**config.mk**
```make
export PLATFORM = sky130hd
export DESIGN_NAME = rd_seq
export DESIGN_NICKNAME = d
export VERILOG_FILES = /design/src/rtl/rd_pkg.sv /design/src/rtl/rd_phase_ctr.sv /design/src/rtl/rd_seq.sv
export SDC_FILE = /design/constraint.sdc
export NUM_CORES = 1
export LEC_CHECK = 0
export ABC_CLOCK_PERIOD_IN_PS = 1550
export BUFFER_PORTS_ARGS = -buffer_cell sky130_fd_sc_hd__buf_4
export CAP_MARGIN = 20
export CORE_MARGIN = 1
export CORE_UTILIZATION = 49
export DETAILED_ROUTE_END_ITERATION = 6
export PLACE_DENSITY = 0.75
export SYNTH_ARGS = -nofsm -noshare
export SYNTH_HDL_FRONTEND = slang
export SYNTH_SLANG_ARGS = --single-unit
```
**constraint.sdc**
```tcl
create_clock -name i_clk -period 1.55 [get_ports i_clk]
set_input_delay 0.31 -clock i_clk [delete_from_list [all_inputs] [get_ports i_clk]]
set_output_delay 0.31 -clock i_clk [all_outputs]
set_load 0.05 [all_outputs]
```
**src/rtl/rd_pkg.sv**
```systemverilog
// Shared definitions for the CFEB readout sequencer: phase constants,
// FSM encoding, register bundles and the majority voters used when TMR=1.
package rd_pkg;

   localparam int unsigned PH_W = 4;

   // Phase codes of interest on the free-running 16-phase STATE counter
   localparam logic [PH_W-1:0] PH_FIFO_RD  = 4'd3;   // trigger FIFO read slot
   localparam logic [PH_W-1:0] PH_PBEND    = 4'd12;  // decoded, PBEND seen at 13
   localparam logic [PH_W-1:0] PH_EN50     = 4'd7;   // ENBL50 visible phase
   localparam logic [PH_W-1:0] PH_DIS50    = 4'd15;  // DISBL50 visible phase
   localparam logic [PH_W-1:0] PH_GAP_EXIT = 4'd2;   // FSM back in IDLE at this phase

   typedef enum logic [2:0] {
      S_IDLE = 3'd0,
      S_ARM  = 3'd1,
      S_SLOT = 3'd2,
      S_WAIT = 3'd3,
      S_NEXT = 3'd4,
      S_DONE = 3'd5,
      S_GAP  = 3'd6
   } seq_state_e;

   typedef struct packed {
      logic [PH_W-1:0] state;
      logic            pbend;
      logic            en50;
      logic            dis50;
   } phase_regs_t;

   typedef struct packed {
      seq_state_e      st;
      logic [3:0]      slot;     // clocks spent in the current sample slot
      logic [3:0]      smp_adr;
      logic [3:0]      sca_adr;
      logic            scnd;     // trigger spans a second SCA block
      logic            blk;      // 0: first block, 1: second block
      logic            smp_vld;
      logic            done;     // TRGDONE / POPL1AN pulse
      logic            busy;
   } seq_regs_t;

   function automatic phase_regs_t vote_ph(input phase_regs_t a, input phase_regs_t b,
                                           input phase_regs_t c);
      return phase_regs_t'((a & b) | (a & c) | (b & c));
   endfunction

   function automatic seq_regs_t vote_seq(input seq_regs_t a, input seq_regs_t b,
                                          input seq_regs_t c);
      return seq_regs_t'((a & b) | (a & c) | (b & c));
   endfunction

endpackage

```
**src/rtl/rd_phase_ctr.sv**
```systemverilog
// Free-running 16-phase pipeline counter with registered phase decodes.
// Ports: i_clk, i_rst (sync, active-high); o_state phase code 0..15,
//        o_pbend pulse at 13, o_enbl50 pulse at 7, o_disbl50 pulse at 15.
module rd_phase_ctr
   import rd_pkg::*;
#(
   parameter int unsigned TMR = 0
) (
   input  logic            i_clk,
   input  logic            i_rst,
   output logic [PH_W-1:0] o_state,
   output logic            o_pbend,
   output logic            o_enbl50,
   output logic            o_disbl50
);

   localparam int unsigned NCOPY = (TMR != 0) ? 3 : 1;

   phase_regs_t r_ph [NCOPY];
   phase_regs_t w_cur;
   phase_regs_t w_nxt;

   // Register copies; all copies load the voted next value
   always_ff @(posedge i_clk) begin
      for (int i = 0; i < int'(NCOPY); i++) begin
         if (i_rst) r_ph[i] <= '0;
         else       r_ph[i] <= w_nxt;
      end
   end

   generate
      if (TMR != 0) begin : g_tmr
         assign w_cur = vote_ph(r_ph[0], r_ph[1], r_ph[2]);
      end else begin : g_single
         assign w_cur = r_ph[0];
      end
   endgenerate

   // Decodes look one phase ahead so the pulses line up with the listed STATE
   always_comb begin
      w_nxt       = '0;
      w_nxt.state = w_cur.state + 4'd1;
      w_nxt.pbend = (w_cur.state == PH_PBEND);
      w_nxt.en50  = (w_cur.state == PH_EN50 - 4'd1);
      w_nxt.dis50 = (w_cur.state == PH_DIS50 - 4'd1);
   end

   assign o_state   = w_cur.state;
   assign o_pbend   = w_cur.pbend;
   assign o_enbl50  = w_cur.en50;
   assign o_disbl50 = w_cur.dis50;

endmodule

```
**src/rtl/rd_seq.sv**
```systemverilog
// Pipeline phase generator and SCA readout sequencer for the CFEB readout path.
// Ports: i_clk, i_rst (sync, active-high), i_run, i_tempty, i_scnd_blk, i_blkout[3:0],
//        i_out_rdy; o_state[3:0], o_pbend, o_enbl50, o_disbl50, o_trgdone, o_popl1an,
//        o_sca_adr[3:0], o_smp_adr[3:0], o_smp_vld, o_busy.
module rd_seq
   import rd_pkg::*;
#(
   parameter int unsigned TMR     = 0,
   parameter int unsigned NSAMP   = 8,
   parameter int unsigned SMP_CYC = 4
) (
   input  logic            i_clk,
   input  logic            i_rst,
   input  logic            i_run,
   input  logic            i_tempty,
   input  logic            i_scnd_blk,
   input  logic [3:0]      i_blkout,
   input  logic            i_out_rdy,
   output logic [PH_W-1:0] o_state,
   output logic            o_pbend,
   output logic            o_enbl50,
   output logic            o_disbl50,
   output logic            o_trgdone,
   output logic            o_popl1an,
   output logic [3:0]      o_sca_adr,
   output logic [3:0]      o_smp_adr,
   output logic            o_smp_vld,
   output logic            o_busy
);

   localparam int unsigned NCOPY = (TMR != 0) ? 3 : 1;

   logic [PH_W-1:0] w_state;
   seq_regs_t       r_seq [NCOPY];
   seq_regs_t       w_cur;
   seq_regs_t       w_nxt;

   rd_phase_ctr #(.TMR(TMR)) u_phase (
      .i_clk     (i_clk),
      .i_rst     (i_rst),
      .o_state   (w_state),
      .o_pbend   (o_pbend),
      .o_enbl50  (o_enbl50),
      .o_disbl50 (o_disbl50)
   );

   // FSM and counter registers
   always_ff @(posedge i_clk) begin
      for (int i = 0; i < int'(NCOPY); i++) begin
         if (i_rst) r_seq[i] <= '0;
         else       r_seq[i] <= w_nxt;
      end
   end

   generate
      if (TMR != 0) begin : g_tmr
         assign w_cur = vote_seq(r_seq[0], r_seq[1], r_seq[2]);
      end else begin : g_single
         assign w_cur = r_seq[0];
      end
   endgenerate

   // Next-state logic. NEXT counts as the first clock of the following slot so
   // each sample takes SMP_CYC+1 clocks when OUT_RDY is high.
   always_comb begin
      w_nxt      = w_cur;
      w_nxt.done = 1'b0;
      unique case (w_cur.st)
         S_IDLE: begin
            if (i_run && !i_tempty && (w_state == PH_FIFO_RD)) begin
               w_nxt.st      = S_ARM;
               w_nxt.sca_adr = i_blkout;
               w_nxt.scnd    = i_scnd_blk;
               w_nxt.smp_adr = '0;
               w_nxt.blk     = 1'b0;
               w_nxt.slot    = '0;
            end
         end
         S_ARM: w_nxt.st = S_SLOT;
         S_SLOT: begin
            if (w_cur.slot == 4'(SMP_CYC - 1)) begin
               w_nxt.smp_vld = 1'b1;
               w_nxt.st      = S_WAIT;
            end else begin
               w_nxt.slot = w_cur.slot + 4'd1;
            end
         end
         S_WAIT: begin
            if (i_out_rdy) begin
               w_nxt.smp_vld = 1'b0;
               w_nxt.st      = S_NEXT;
            end
         end
         S_NEXT: begin
            w_nxt.slot = 4'd1;
            if (w_cur.smp_adr != 4'(NSAMP - 1)) begin
               w_nxt.smp_adr = w_cur.smp_adr + 4'd1;
               w_nxt.st      = S_SLOT;
            end else if (w_cur.scnd && !w_cur.blk) begin
               w_nxt.blk     = 1'b1;
               w_nxt.sca_adr = w_cur.sca_adr + 4'd1;
               w_nxt.smp_adr = '0;
               w_nxt.st      = S_SLOT;
            end else begin
               w_nxt.done = 1'b1;
               w_nxt.st   = S_DONE;
            end
         end
         S_DONE: w_nxt.st = S_GAP;
         // Leave one phase early so IDLE is reached exactly at PH_GAP_EXIT
         S_GAP: begin
            if (w_state == PH_GAP_EXIT - 4'd1) w_nxt.st = S_IDLE;
         end
         default: w_nxt.st = S_IDLE;
      endcase
      w_nxt.busy = (w_nxt.st != S_IDLE);
   end

   assign o_state   = w_state;
   assign o_trgdone = w_cur.done;
   assign o_popl1an = w_cur.done;
   assign o_sca_adr = w_cur.sca_adr;
   assign o_smp_adr = w_cur.smp_adr;
   assign o_smp_vld = w_cur.smp_vld;
   assign o_busy    = w_cur.busy;

endmodule

```
* Word-level counts from Yosys, hierarchy flattened *
Memories as Yosys holds them, arrays and structs flattened.
Index checks and enable logic that the tools add are counted.

word-level totals
  register bits after elaboration = 0
  bits in latches = 0
  bits in writable memories = 27
  memory bits (read-only) = 0
  bits of input ports = 10
  output and inout bits = 19
  memories = 2

cells by class
  $add $sub $neg = 4
  $mul = 0
  div/mod/pow operators = 0
  order comparisons = 0
  equality and inequality tests = 13
  shift operators = 0
  mux-type cells = 30
  bitwise gates (word level) = 0
  reductions and logical operators = 9

memory list
  memory        words  bits a word  rd ports  clocked after memory_dff  write ports  RTL line            text
  r_seq         1      20           1         0                         1            rd_seq.sv:34        seq_regs_t r_seq [NCOPY];
  u_phase.r_ph  1      7            1         0                         1            rd_phase_ctr.sv:19  phase_regs_t r_ph [NCOPY];

operators with widths
  operator                                                number
  one-hot mux 3 bit (7 select lines)                      1
  2-to-1 mux 20 bit                                       1
  OR reduction 20 bit                                     1
  2-to-1 mux 17 bit                                       1
  adder 4 x 1 -> 4 bit (second input constant)            4
  one-hot mux 8 bit (2 select lines)                      1
  2-to-1 mux 3 bit                                        5
  2-to-1 mux 1 bit                                        13
  2-to-1 mux 4 bit                                        3
  one-hot mux 4 bit (3 select lines)                      1
  == test 3 bit (second input constant)                   3
  == test 4 x 2 -> 1 bit (second input constant)          2
  == test 4 bit (second input constant)                   2
  2-to-1 mux 8 bit                                        1
  2-to-1 mux 7 bit                                        1
  OR reduction 7 bit                                      1
  == test 3 x 2 -> 1 bit (second input constant)          2
  == test 4 x 1 -> 1 bit (second input constant)          1
  == test 4 x 3 -> 1 bit (second input constant)          1
  inequality test 4 x 3 -> 1 bit (second input constant)  1
  one-hot mux 1 bit (2 select lines)                      2
  == test 3 x 1 -> 1 bit (second input constant)          1
  logical AND 1 bit                                       3
  zero test 3 bit                                         1
  2 further kinds                                         3

* Logic depth before layout (Yosys ltp) *
Gate-level depths: netlist of the first run.

  depth in word-level cells = 7
  depth in mapped cells = 6
  mapped depth without buffers = 5

* Modules after synthesis *
From an unflattened synthesis of the first run, not the netlist that was laid out.

unflattened totals
  cells, all modules = 161
  area total of the unflattened synthesis = 1480.2 sq um

by module, submodules not included
  module        instances  cells each  area each (sq um)  seq. area each (sq um)
  rd_seq        1          137         1207.4             400.4
  rd_phase_ctr  1          24          272.8              140.1

* Least setup slack after synthesis of the first run *
OpenSTA, ideal clock, no wires.

  path type = flip-flop to flip-flop
  from = memory u_phase.r_ph[0][3] (netlist bit)
  to = memory r_seq[0][13] (netlist bit)
  arrival time = 1.887 ns
  required time = 1.464 ns
  setup slack = -0.422 ns
  cell stages (with the launch flop) = 7
  cells stage by stage = dfxtp_1 > ha_1 > and2_1 > clkbuf_1 > a211oi_1 > o31a_1 > a211oi_1

between the ends
  word-level cells in the longest chain between the ends = 6

RTL lines
  element                             RTL line            text
  start: declaration                  rd_phase_ctr.sv:19
  memory read (1 x 7 bit)             --
  == test 4 x 2 -> 1 bit              rd_seq.sv:70        if (i_run && !i_tempty && (w_state == PH_FIFO_RD)) begin
  logical AND 1 bit                   rd_seq.sv:70
  2-to-1 mux 17 bit                   rd_seq.sv:70
  one-hot mux 4 bit (3 select lines)  rd_seq.sv:68        unique case (w_cur.st)
  2-to-1 mux 20 bit (no source line)  --
  end: declaration                    rd_seq.sv:34

Every way passes these cells.

* Worst setup path after layout of the first run *
  from = memory r_seq[0][19] (netlist bit)
  to = memory r_seq[0][16] (netlist bit)

between the ends
  word-level cells in the longest chain between the ends = 4

RTL lines
  element                                      RTL line
  memory read (1 x 20 bit) (*)                 --
  == test 3 bit, or another cell as far along  rd_seq.sv:68
  one-hot mux 4 bit (3 select lines) (*)       rd_seq.sv:68
  2-to-1 mux 20 bit (no source line) (*)       --

Mark *: on every way between the ends. The rest lies on a longest branch, timed or not.

==> results of run 1 <==
==> per-layer routing <==
metal / global-route usage / vias up / routed length [um]
li1: - / 721 / -
met1: 0.271 / 685 / 1610
met2: 0.391 / 19 / 1860
met3: 0.0268 / 4 / 79
met4: 0.0544 / 0 / 21
met5: 0 / - / 0
==> where the power goes <==
part,switching (mW),internal (mW)
clock,0.216,0.0985
sequential,0.0100,0.703
combinational,0.0963,0.0815
total,0.322,0.884
==> layout by cell type (no fill, tap or decap), types with 4 or more instances in the layout <==
cell type and instances:
or3_1 4, nand2_1 14, a21oi_1 10, inv_1 5, dfxtp_2 5, dfxtp_1 19
ha_1 5, nor3b_1 4, nor2b_1 6, buf_4 55, o21ai_1 5, nor2_1 13
nand3_1 6
==> repair_timing <==
item / in CTS / in global routing
hold endpoints to repair: 0 / 0
buffers inserted: 0 / 3
endpoints found under the setup margin: 1 / 13
pin swaps: 0 / 3
hold buffers: 0 / 0
resized for setup: 1 / 13
gates cloned: 0 / 0
==> per-stage QoR <==
step,area [um2],hold slack (ns)
finish,1990,0.211
global route,1990,0.213
CTS,1920,0.207
detailed placement,1890,0.480
global placement,1890,0.457
floorplan,1580,0.452
==> logic make-up (layout without fill, tap and decap cells) <==
family | count (synthesis) | in the layout | share of synthesized area
simple gates | 71 | 71 | 0.266
compound gates | 47 | 47 | 0.210
flops | 27 | 27 | 0.352
buf+inv | 23 | 64 | 0.0847
fa+ha+maj | 7 | 7 | 0.0570
xor+xnor | 3 | 3 | 0.0171
mux | 2 | 2 | 0.0130
==> worst max-delay path: stages (launching register included) <==
cell and delay, ns:
dfxtp_2 0.40, a21o_1 0.22, or3_1 0.37, or3_1 0.32, a21boi_1 0.15
==> flip-flops by register name, indices dropped and copies added (netlist names) <==
register / cells
u_phase.r_ph: 7
r_seq: 20
==> cell type report <==
type | instances | area, um2 | area share
clock inverters | 1 | 7.51 | 0.00377
flip-flops and latches | 27 | 558 | 0.281
inverters | 5 | 18.8 | 0.00943
multi-input cells | 130 | 931 | 0.468
clock buffers | 3 | 22.5 | 0.0113
repair buffers | 55 | 413 | 0.208
well taps | 31 | 38.8 | 0.0195
==> final timing paths <==
check                                     to    startpoint  depth (start not counted)  slack [ns]
worst min register to register  r_seq[0][14]  r_seq[0][14]                          2        0.49
worst max-delay path            r_seq[0][16]  r_seq[0][19]                          4        0.04
worst max register to register  r_seq[0][16]  r_seq[0][19]                          4        0.04
worst min-delay path             r_seq[0][4]    i_scnd_blk                          3        0.21
==> results.ini, run 1 <==
[status]
status=complete, but fails checks
violations=DRC

[sta]
tightest_slew_ns=0.385
fin_ws_ns=0.0362
finalCritPeriodShare=0.977
slew_violations=0
fmax_ghz=0.661
slew_headroom=0.740
skew_ns=0.00992
final-setup-viol-count=0
final.min_clock_period_ns=1.51
hold_viol=0
finalSetupTns_ns=0

[synth]
synth_area_mm2=0.00154
yosysUniqueCellTypes=50
yosysSeqAreaShare=0.352
synth_top_flop_cell=dfxtp_1
synth_most_common_cell=dfxtp_1
syn_avg_cell_area_um2=8.54
synth_edf_count=0
synth_warnings=0
synth_top_area_frac=0.352
synthTopCellsByCount=dfxtp_1, nand2_1, nor2_1
synthTopCellsByArea=dfxtp_1, ha_1, buf_4
synthCells=180
synth_nets=197
async_flop_share=0
yosys_register_bits=27
yosys.area.top_type=dfxtp_1

[die]
die_y_um=58.0
initial_utilization=0.539
core_mm2=0.00285
num_rows=19
dieArea_mm2=0.00336
io_pins=29
die-width_um=58.0

[placement]
gp_congestion=0.877
dp_cells=245
port_buffers=28
dpl.hpwl_um=2760
pre_cts_slack_ns=-0.0783

[routing]
drt_wl_total_um=3570
drtIter0Drc=46
route.detailed.drc=1
num_vias=1429
first_pass_iters=6
antenna_left=0
viasPerCell=5.67
routedWlPerCell_um=14.2

[cts]
cts_tree=built
cts_made_buffers=3
cts_max_level=1
cts-root-buf=clkbuf_4
clock_sinks=27
clock_latency_ns=0.33
clk_pin_slew_ns=0.16
clock_path_buffers=2

[grt]
grt_pass1_wl_um=5800
grt_pass1_vias=1354
grtUsageTotal=0.216
antenna_found_initial=0
grt_max_degree=17
grt.overflow.total=0

[setup_path]
path_max_fanout=9
cp_data_arrival_time_ns=1.78
startpoint_type=flop
cp.required_ns=1.81
critPathKind=flop to flop
end_kind=flop

[layout]
layout.nets=239
layout-area-overhead-vs-synth_pct=29.5
diodes=0
nFillCells=231
stdcell_count=252
utilization=0.697
drive_above_1_share=0.362

[power_and_ir_drop]
peakVddDrop_mv=0.446
power_density_mw_per_mm2=606
p_total_mw=1.21
leakage_nw=0.822

[job]
drv_cap=0

[worst_hold_path]
hold_path_class=input port to flop

Power figures use the tool's default switching activity.
==> run 2: changes to the inputs <==
CORE_ASPECT_RATIO = 0.6   (was not set)
PLACE_DENSITY = 0.82   (was 0.75)
==> run 2 against run 1 <==
Effect of this change: the flow now finishes without violations; clock-buffer cell count did not move; largest power group unchanged; largest cell class unchanged; critical path type unchanged; final area fell by 0.13%; critical path depth did not move; core utilization fell by 1.9 points.
==> results.ini, run 2 (synthesis results as in run 1) <==
[status]
status=completed

[grt]
grt_pass1_wl_um=6040  ; +4.2%
grt.overflow.total=0  ; unchanged
grtUsageTotal=0.241  ; +0.0252
grt_max_degree=16  ; -1
grt_pass1_vias=1347  ; -0.52%
antenna_found_initial=0  ; unchanged

[routing]
antenna_left=0  ; unchanged
drtIter0Drc=115  ; +150%
first_pass_iters=4  ; -2
num_vias=1505  ; +5.3%
routedWlPerCell_um=15.2  ; +7.1%
drt_wl_total_um=3920  ; +9.7%
route.detailed.drc=0  ; -1
viasPerCell=5.83  ; +2.9%

[sta]
final-setup-viol-count=0  ; unchanged
finalCritPeriodShare=0.977  ; about the same
timing.hold.ws_ns=0.282  ; +0.0708 ns
fmax_ghz=0.661  ; about the same
skew_ns=0.00500  ; -0.00493 ns
fin_ws_ns=0.0361  ; -0.0000819 ns
hold_viol=0  ; unchanged
slew_violations=0  ; unchanged
tightest_slew_ns=0.346  ; -0.0382 ns
final.min_clock_period_ns=1.51  ; +0.0000819 ns
slew_headroom=0.766  ; +0.0258

[layout]
stdcell_count=258  ; +2.4%
final_cell_mix=buf_4, dfxtp_1, nand2_1, nor2_1, a21oi_1
layout-area-overhead-vs-synth_pct=29.3
largestRegisters=r_seq: 20 flops, u_phase.r_ph: 7 flops
layout.nets=234  ; -2.1%
largest_register_ffs=20  ; unchanged
fin_area_mm2=0.00199  ; -0.13%
nFillCells=244  ; +5.6%
final_common_cell=buf_4
diodes=0  ; unchanged
top_register=r_seq
drive_above_1_share=0.347  ; -0.0148
utilization=0.679  ; -0.0187

[power_and_ir_drop]
power_density_mw_per_mm2=646  ; +6.6%
clkPwrFrac=0.311  ; +0.050
p_int_mw=0.957  ; +8.3%
power_switching_mw=0.327  ; +1.5%
leakage_nw=0.810  ; -1.5%
power_frac_seq=0.557  ; -0.035
peakVddDrop_mv=0.425  ; -4.7%
pwr-share-comb=0.132  ; -0.016
p_sw_frac=0.255  ; -0.0125

[setup_path]
cp_cell_sequence=a21o_1 > or3_1 > or3_1 > a21boi_1
cpMostUsedCell=or3_1
end_kind=flop
cp.required_ns=1.76  ; -0.05 ns
cp_data_arrival_time_ns=1.72  ; -0.06 ns
crit_path_top_delay_cell=dfxtp_1
startpoint_type=flop
ff2ff_setup_slack_ns=0.04  ; about the same
max_stage_delay_ns=0.39  ; about the same
critPathKind=flop to flop
path_max_fanout=7  ; -2

[die]
die-width_um=74.3  ; +28%
num_rows=15  ; -4
dieArea_mm2=0.00337  ; +0.22%
io_pins=29  ; unchanged
die_y_um=45.4  ; -22%
core_mm2=0.00293  ; +2.6%
initial_utilization=0.525  ; -0.0138

[cts]
clk_pin_slew_ns=0.09  ; -0.07 ns
clock_sinks=27  ; unchanged
clock_path_buffers=2  ; unchanged
cts-root-buf=clkbuf_8
cts_made_buffers=3  ; unchanged
clock_latency_ns=0.27  ; -0.06 ns
cts_max_level=1  ; unchanged
cts_tree=built

[placement]
gp_congestion=0.869  ; -0.92%
dpl_cell_area_mm2=0.00188  ; -0.46%
dpl.hpwl_um=2860  ; +3.9%
port_buffers=28  ; unchanged
pre_cts_slack_ns=-0.0816  ; -0.00330 ns
dp_cells=253  ; +3.3%

[worst_hold_path]
hold_path_class=input port to flop

[job]
drv_cap=0  ; unchanged

-- run 2: changes by cell type in the layout (fill, tap and decap cells not counted), sizes merged --
cell	delta
buf	-5
clkinv	+1
clkinvlp	-1
-- run 2: cell type report --
cell class,count,area [um2],area share
clock inverters,1,5.00,0.00252
multi-input cells,130,940,0.473
well taps,42,52.6,0.0264
inverters,5,18.8,0.00945
repair buffers,50,375,0.189
clock buffers,3,41.3,0.0208
flip-flops and latches,27,554,0.279
-- run 2: timing repair --
| item | 4_1_cts | 5_1_grt |
|---|---|---|
| setup buffers | 0 | 1 |
| endpoints found under the hold margin | 0 | 0 |
| cloned | 0 | 0 |
| gates resized for setup | 1 | 12 |
| hold buffers | 0 | 0 |
| setup endpoints to repair | 4 | 10 |
| pin swaps | 0 | 1 |
-- run 2: worst paths after layout --
check / startpoint / to / depth (start not counted)
setup / recovery: r_seq[0][19] / r_seq[0][16] / 4
hold / removal: i_scnd_blk / r_seq[0][4] / 3
setup reg to reg: r_seq[0][19] / r_seq[0][16] / 4
hold reg to reg: u_phase.r_ph[0][3] / u_phase.r_ph[0][3] / 1
-- run 2: per-stage QoR --
step                       TNS, ns  power (mW)
after global routing      -0.00883        1.33
final                            0        1.28
after CTS                        0        1.29
after floorplan            -0.0324       0.823
after detailed placement    -0.169       0.893
after global placement     -0.0854       0.886
-- run 2: power groups by stage --
| stage | Combinational, mW | Sequential, mW | Clock, mW |
|---|---|---|---|
| global route | 0.180 | 0.718 | 0.431 |
| detailed placement | 0.161 | 0.732 | 0 |
| floorplan | 0.0668 | 0.757 | 0 |
| global placement | 0.155 | 0.731 | 0 |
| CTS | 0.163 | 0.715 | 0.410 |
| finish | 0.169 | 0.715 | 0.399 |
-- run 2: worst max-delay path: cells and delay by family (launching register included) --
family | cells | cell delay, ns
compound gates | 2 | 0.39
simple gates | 2 | 0.67
flops | 1 | 0.39
-- run 2: metal layers --
layer  GRT usage  share of wire
met1       0.323           0.45
met2       0.376           0.44
met3      0.0819           0.10
met4      0.0642         0.0072
met5           0              0
